--- src/rtl/countdown_timer.sv ---
// MM:SS BCD cooking timer; counts down once per TICKS_PER_SEC cycles while mag_on is high.
// Latency: registered outputs, first decrement TICKS_PER_SEC edges after counting starts.
// No backpressure. Optional +30 s button is built only when TIMER_ADD30_EN is defined.
module countdown_timer #(
    parameter int TICKS_PER_SEC = 100
) (
    input  logic        clk,
    input  logic        resetn,
    input  logic        clearn,
    input  logic        load,
    input  logic [15:0] load_time,
    input  logic        mag_on,
    input  logic        add30,
    output logic [3:0]  min_tens,
    output logic [3:0]  min_ones,
    output logic [3:0]  sec_tens,
    output logic [3:0]  sec_ones,
    output logic        timer_done
);

    localparam int PW = $clog2(TICKS_PER_SEC);
    localparam logic [PW-1:0] PRESC_LAST = PW'(TICKS_PER_SEC - 1);

    typedef struct packed {
        logic [3:0] mt;
        logic [3:0] mo;
        logic [3:0] st;
        logic [3:0] so;
    } bcd_time_t;

    typedef enum logic [1:0] {
        IDLE,
        PAUSED,
        RUNNING
    } state_t;

    bcd_time_t      time_q, time_d;
    logic [PW-1:0]  presc_q, presc_d;
    logic           done_q, done_d;
    state_t         state;

    function automatic logic [3:0] clamp_digit(input logic [3:0] d, input logic [3:0] max);
        return (d > max) ? max : d;
    endfunction

    function automatic bcd_time_t clamp_time(input logic [15:0] raw);
        bcd_time_t r;
        r.mt = clamp_digit(raw[15:12], 4'd9);
        r.mo = clamp_digit(raw[11:8],  4'd9);
        r.st = clamp_digit(raw[7:4],   4'd5);
        r.so = clamp_digit(raw[3:0],   4'd9);
        return r;
    endfunction

    // Only called with a nonzero time, so the minute tens never underflow.
    function automatic bcd_time_t dec_time(input bcd_time_t t);
        bcd_time_t r;
        r = t;
        if (t.so != 4'd0) begin
            r.so = t.so - 4'd1;
        end else begin
            r.so = 4'd9;
            if (t.st != 4'd0) begin
                r.st = t.st - 4'd1;
            end else begin
                r.st = 4'd5;
                if (t.mo != 4'd0) begin
                    r.mo = t.mo - 4'd1;
                end else begin
                    r.mo = 4'd9;
                    r.mt = t.mt - 4'd1;
                end
            end
        end
        return r;
    endfunction

`ifdef TIMER_ADD30_EN
    // Anything at or above 99:30 would overflow the display, so pin it to 99:59.
    function automatic bcd_time_t add30_time(input bcd_time_t t);
        bcd_time_t r;
        r = t;
        if (t.mt == 4'd9 && t.mo == 4'd9 && t.st >= 4'd3) begin
            r = '{mt: 4'd9, mo: 4'd9, st: 4'd5, so: 4'd9};
        end else if (t.st >= 4'd3) begin
            r.st = t.st - 4'd3;
            if (t.mo == 4'd9) begin
                r.mo = 4'd0;
                r.mt = t.mt + 4'd1;
            end else begin
                r.mo = t.mo + 4'd1;
            end
        end else begin
            r.st = t.st + 4'd3;
        end
        return r;
    endfunction
`else
    logic unused_add30;
    assign unused_add30 = add30;
`endif

    always_comb begin
        state = RUNNING;
        if (time_q == '0) begin
            state = IDLE;
        end else if (!mag_on) begin
            state = PAUSED;
        end
    end

    always_comb begin
        time_d  = time_q;
        presc_d = presc_q;
        if (!clearn) begin
            time_d  = '0;
            presc_d = '0;
        end else if (load) begin
            time_d  = clamp_time(load_time);
            presc_d = '0;
`ifdef TIMER_ADD30_EN
        end else if (add30) begin
            time_d  = add30_time(time_q);
`endif
        end else begin
            case (state)
                IDLE:    presc_d = '0;
                PAUSED:  presc_d = presc_q;
                RUNNING: begin
                    if (presc_q == PRESC_LAST) begin
                        presc_d = '0;
                        time_d  = dec_time(time_q);
                    end else begin
                        presc_d = presc_q + PW'(1);
                    end
                end
                default: presc_d = '0;
            endcase
        end
        done_d = (time_d == '0);
    end

    always_ff @(posedge clk) begin
        if (!resetn) begin
            time_q  <= '0;
            presc_q <= '0;
            done_q  <= 1'b1;
        end else begin
            time_q  <= time_d;
            presc_q <= presc_d;
            done_q  <= done_d;
        end
    end

    assign min_tens   = time_q.mt;
    assign min_ones   = time_q.mo;
    assign sec_tens   = time_q.st;
    assign sec_ones   = time_q.so;
    assign timer_done = done_q;

endmodule
--- config.mk ---
export PLATFORM = sky130hd
export DESIGN_NAME = countdown_timer
export DESIGN_NICKNAME = d
export VERILOG_FILES = /design/src/rtl/countdown_timer.sv
export SDC_FILE = /design/constraint.sdc
export NUM_CORES = 1
export LEC_CHECK = 0
export CORE_MARGIN = 4
export CORE_UTILIZATION = 45
export CTS_CLUSTER_DIAMETER = 100
export DETAILED_ROUTE_END_ITERATION = 10
export GPL_TIMING_DRIVEN = 0
export PLACE_DENSITY_LB_ADDON = 0.3
export SETUP_SLACK_MARGIN = 0.3
export SLEW_MARGIN = 40
export SYNTH_ARGS = -nofsm -noshare
export SYNTH_HDL_FRONTEND = slang
export SYNTH_SLANG_ARGS = --single-unit
--- constraint.sdc ---
create_clock -name clk -period 2.8 [get_ports clk]
set_input_delay 0.56 -clock clk [delete_from_list [all_inputs] [get_ports clk]]
set_output_delay 0.56 -clock clk [all_outputs]
set_load 0.005 [all_outputs]
# [After elaboration in Yosys (flattened, before gate mapping)]
# Cells that the tools add are included.
[word_totals] regBits=24 latchBits=0 mem_bits_rw=0 rom_bits=0 input_bits=22 out_inout_bits=17 word_cells=44 memories=0
[op_classes] n_addsub=5 n_mul=0 div_mod_pow=0 n_lt_le_gt_ge=4 n_eq_ne=3 shift=0 n_mux=18 n_bitwise=2 reduce_logical=6
[ops] op="2-to-1 mux 16 bit" n=4
[ops] op="zero test 16 bit" n=2
[ops] op="2-to-1 mux 4 bit" n=8
[ops] op="subtractor 4 x 1 -> 4 bit, second input constant" n=4
[ops] op="case mux 7 bit (2 select lines)" n=1
[ops] op="> comparator 4 bit, second input constant" n=3
[ops] op="2-to-1 mux 12 bit" n=1
[ops] op="nonzero test 4 bit" n=3
[ops] op="2-to-1 mux 8 bit" n=1
[ops] op="adder 7 x 1 -> 7 bit, second input constant" n=1
[ops] op="== test 7 bit, second input constant" n=1
[ops] op="2-to-1 mux 7 bit" n=1
[ops] op="> comparator 4 x 3 -> 1 bit, second input constant" n=1
[ops] op="2-to-1 mux 2 bit" n=2
[ops] op="OR reduction 3 bit" n=1
[ops] op="== test 2 x 1 -> 1 bit, second input constant" n=1
[ops] op="== test 2 bit, second input constant" n=1
[ops] op="NOT 1 bit" n=2

# [Longest topological paths before layout]
[logic_depth] depth_word=9 mapped_depth=10 mapped_depth_nobuf=9

# [Least setup slack after synthesis]
# No wires, ideal clock.
[synth_path] path_kind="reg2reg" start="register time_q (netlist bit sec_ones[0])" end="register done_q (netlist: timer_done)" setup_ns=0.096 arrival_ns=2.204 t_required_ns=2.704 slack_ns=0.500 path_stages_with_launch=11 path_buffers=1 period_less_slack_ns=2.300 path_cell_list="dfxtp_1 -> inv_1 -> ha_1 -> nor3b_4 -> and4_1 -> buf_6 -> a21oi_1 -> o311a_1 -> nor3_1 -> nand4_1 -> o41ai_2"
[synth_via] elab_chain_cells=7 elab_cells_between_ends=12 classes_between="1 x add/sub; 1 x eq/ne; 7 x mux; 3 x reduce/logical"
[synth_rtl] item="from (decl)" line="37" rtl="bcd_time_t time_q, time_d;"
[synth_rtl] item="from (signal assigned)" line="149" rtl="time_q <= time_d;"
[synth_rtl] item="subtractor 4 x 1 -> 4 bit, or another cell as far along" line="60" rtl="r.so = t.so - 4'd1;"
[synth_rtl] item="2-to-1 mux 4 bit, or another cell as far along" line="59" rtl="if (t.so != 4'd0) begin"
[synth_rtl] item="2-to-1 mux 16 bit or == test 2 bit (tied branches)" line="130, 126"
[synth_rtl] item="2-to-1 mux 16 bit (*)" line="126" rtl="case (state)"
[synth_rtl] item="2-to-1 mux 16 bit (*)" line="118" rtl="end else if (load) begin"
[synth_rtl] item="2-to-1 mux 16 bit (*)" line="115" rtl="if (!clearn) begin"
[synth_rtl] item="zero test 16 bit (*)" line="140" rtl="done_d = (time_d == '0);"
[synth_rtl] item="to (signal assigned)" line="151" rtl="done_q <= done_d;"
[synth_rtl] item="to (decl)" line="39" rtl="logic done_q, done_d;"
# Mark *: on every way between the ends. The rest lies on a longest branch, timed or not.
# A chain may end at the register's enable or synchronous reset.

# [Worst setup path after layout]
[layout_path] start="register time_q (netlist bit min_tens[0])" end="register done_q (netlist: timer_done)"
[layout_via] elab_chain_cells=9 elab_cells_between_ends=12 classes_between="1 x add/sub; 1 x eq/ne; 8 x mux; 2 x reduce/logical"
[layout_rtl] item="subtractor 4 x 1 -> 4 bit" line="71" rtl="r.mt = t.mt - 4'd1;"
[layout_rtl] item="2-to-1 mux 4 bit" line="67" rtl="if (t.mo != 4'd0) begin"
[layout_rtl] item="2-to-1 mux 8 bit" line="63" rtl="if (t.st != 4'd0) begin"
[layout_rtl] item="2-to-1 mux 12 bit" line="59"
[layout_rtl] item="2-to-1 mux 16 bit" line="130" rtl="if (presc_q == PRESC_LAST) begin"
[layout_rtl] item="2-to-1 mux 16 bit (*)" line="126"
[layout_rtl] item="2-to-1 mux 16 bit (*)" line="118"
[layout_rtl] item="2-to-1 mux 16 bit (*)" line="115"
[layout_rtl] item="zero test 16 bit (*)" line="140"
# Marks and branches as above.

==> impl_metrics.py <==
metrics = {
    "run_status": {
        "outcome": "finished clean",
    },
    "setup_path": {
        "crit_required_ns": 2.98,
        "worstSetupEndpoint": "timer_done",
        "regToRegSetupSlack_ns": 0.35,
        "reg2reg_depth": 10,
        "cp.arrival_ns": 2.63,
        "end_kind": "flop",
        "r2r-start": "min_tens[0]",
        "critPathLaunch": "min_tens[0]",
        "worstReg2RegEnd": "timer_done",
        "crit_fanout": 8,
        "start_kind": "flop",
        "crit_type": "flop to flop",
    },
    "cells_and_area": {
        "diodes": 0,
        "layout.nets": 294,
        "drive_gt1_share_pct": 17.42,
        "n_fill_cell": 284,
        "fin_cells": 310,
        "area_delta_synth_final_pct": 40.24,
    },
    "timing": {
        "fmax_ghz": 0.4080,
        "finalHoldViolCount": 0,
        "finClkSkew_ns": 0.01106,
        "tightest_slew_ns": 0.4869,
        "worst_slew_margin_rel_pct": 67.54,
        "rsz0062_at_grt": "yes",
        "fin_hold_ws_ns": 0.4999,
        "fin_crit_ns": 2.451,
        "worst_slack_ns": 0.3490,
        "fin_crit_sh_pct": 87.53,
        "final-setup-viol-count": 0,
        "slew_viol_final": 0,
        "fin_tns_setup_ns": 0,
    },
    "routing": {
        "ant_nets": 0,
        "post_drt_via_cell_ratio": 5.690,
        "drt_iter0_markers": 122,
        "via_count": 1764,
        "wl_per_cell_um": 15.58,
        "routed_wl_um": 4829,
        "drt_first_pass_iters": 4,
        "drc": 0,
    },
    "pwr": {
        "peakVddDrop_uv": 166.7,
        "power.density_mw_per_mm2": 340.9,
        "p_leak_nw": 0.8754,
    },
    "global_routing": {
        "grt_pass1_vias": 1619,
        "antenna_found_initial": 0,
        "grt_max_degree": 13,
        "grt_overflow_total": 0,
        "grt_pass1_wl_um": 7596,
        "grt_usage_pct": 21.18,
    },
    "logic_synthesis": {
        "netlist.area_leader.share_pct": 29.05,
        "synth_largest_area_cell": "dfxtp_1",
        "netlist_top_cells_count": "dfxtp_1 (24), nor2_1 (20), nand2_1 (18)",
        "netlist_instances": 209,
        "synth_fp_nets": 237,
        "synthArstFlopShare_pct": 0,
        "ys_ff_latch": 24,
        "syn_area_per_cell_um2": 7.914,
        "ys_types": 48,
        "synth_edf_count": 0,
        "yosysSeqAreaShare_pct": 29.05,
        "synth_area_leaders": "dfxtp_1 (29%), ha_1 (4.5%), nor2_1 (4.5%)",
        "synth_warnings": 0,
        "yosysMostFrequentCell": "dfxtp_1",
        "syn_area_mm2": 0.001654,
        "ys.flop_type": "dfxtp_1",
    },
    "floorplan": {
        "fp-row-count": 21,
        "start_util_pct": 48.06,
        "core-area_mm2": 0.003442,
        "die-height_um": 68.63,
        "dieArea_mm2": 0.004709,
        "io_pins": 39,
        "die_x_um": 68.63,
    },
    "placement": {
        "portBuffers": 36,
        "dp_slack_ns": -0.2108,
        "gp_congestion": 0.8955,
        "dp_cells": 291,
        "dpl.hpwl_um": 3296,
    },
    "clocking": {
        "cts-htree-levels": 1,
        "clk_path_buf_depth": 2,
        "clk_latency_ns": 0.28,
        "postCtsHoldBufs": 0,
        "path_clk_slew_ns": 0.09,
        "clkSinkCount": 24,
        "root_buffer": "clkbuf_8",
        "cts_buffers": 3,
        "cts_tree": "done",
    },
    "min_path": {
        "min_path_cells": 2,
        "hp-class": "flop to flop",
        "worstHoldStart": "presc_q[6]",
    },
    "job": {
        "cap_violations": 0,
    },
}
-- registers in the layout (all words and copies together) (netlist names) --
name	count
timer_done	1
min_tens	4
sec_tens	4
min_ones	4
presc_q	7
sec_ones	4
-- cell type report --
type,instances,area (µm²),share of cell area (%)
clock buffers,3,41.29,1.780
plain buffers,9,62.56,2.697
multi-input cells,164,1137,49.03
flip-flops and latches,24,490.5,21.14
repair buffers,52,483.0,20.82
inverters,12,47.55,2.050
well taps,46,57.56,2.481
-- layout by cell type (no fill, tap or decap), types with 2 or more instances in the layout --
master | netlist | final
clkdlybuf4s50_1 | 0 | 35
nor2_1 | 20 | 20
dfxtp_1 | 24 | 20
nand2_1 | 18 | 18
buf_4 | 0 | 14
nor3_1 | 14 | 13
o21ai_0 | 13 | 13
inv_1 | 12 | 10
nand3_1 | 9 | 9
and2_1 | 8 | 8
o211ai_1 | 6 | 6
a21oi_1 | 6 | 6
or3_1 | 5 | 5
buf_6 | 3 | 5
nand3b_1 | 5 | 5
nor3b_4 | 2 | 4
mux2i_1 | 4 | 4
nor2b_1 | 4 | 4
clkbuf_1 | 5 | 3
clkbuf_2 | 0 | 3
nand4_1 | 3 | 3
a211oi_1 | 4 | 3
a31oi_1 | 3 | 3
ha_1 | 6 | 3
clkbuf_8 | 0 | 3
and4_1 | 2 | 2
a311o_1 | 2 | 2
and3_1 | 2 | 2
o311a_1 | 2 | 2
xor2_1 | 2 | 2
xnor2_1 | 2 | 2
nand2b_1 | 2 | 2
ha_4 | 0 | 2
dfxtp_2 | 0 | 2
dfxtp_4 | 0 | 2
-- what timing repair did --
item | 4_1_cts | 5_1_grt
endpoints found under the setup margin | 1 | 1
pin swaps | 2 | 9
gates resized for setup | 5 | 26
setup buffers | 6 | 10
endpoints found under the hold margin | 0 | 0
-- cells by family after synthesis --
logic type	count (synthesis)	synth area share, %
simple gates	106	37.44
compound gates	44	18.23
fa+ha+maj	6	4.538
buf+inv	21	6.202
mux	4	2.421
flops	24	29.05
xor+xnor	4	2.118
-- power breakdown --
| part | total [mW] | switching, mW | internal, mW | leakage (nW) |
|---|---|---|---|---|
| Sequential | 0.361 | 0.0113 | 0.349 | 0.198 |
| Clock | 0.216 | 0.119 | 0.0966 | 0.0216 |
| Combinational | 0.214 | 0.102 | 0.113 | 0.656 |
-- worst min path at each step --
stage,endpoint
floorplan,presc_q[6]
global placement,presc_q[6]
detailed placement,presc_q[6]
CTS,presc_q[6]
global route,presc_q[6]
finish,presc_q[6]
-- metrics by stage --
| stage | total power [mW] | instance area [µm²] | util [%] |
|---|---|---|---|
| after floorplan | 0.4608 | 1654 | - |
| after global placement | 0.5349 | 2072 | 60.20 |
| after detailed placement | 0.5355 | 2072 | 60.20 |
| after CTS | 0.7543 | 2172 | 63.10 |
| after global routing | 0.8248 | 2320 | 67.39 |
| final | 0.7908 | 2320 | 67.39 |
-- critical path: stages (launching register included) --
cell      delay (ns)
dfxtp_1         0.36
inv_1           0.09
ha_1            0.17
nor3b_4         0.29
and4_1          0.24
clkbuf_4        0.18
or3_1           0.11
a31oi_1         0.12
nor4_2          0.28
nand4_1         0.14
o41ai_2         0.37
-- layer usage --
metal	part of all wire [%]	global-route usage, %	wire length (µm)
met2	48	33.49	2325
met4	1.7	6.452	83
met5	0	0	0
met3	5.1	3.728	247
met1	45	29.15	2173
Note: power is estimated with default switching activity, not from simulation.
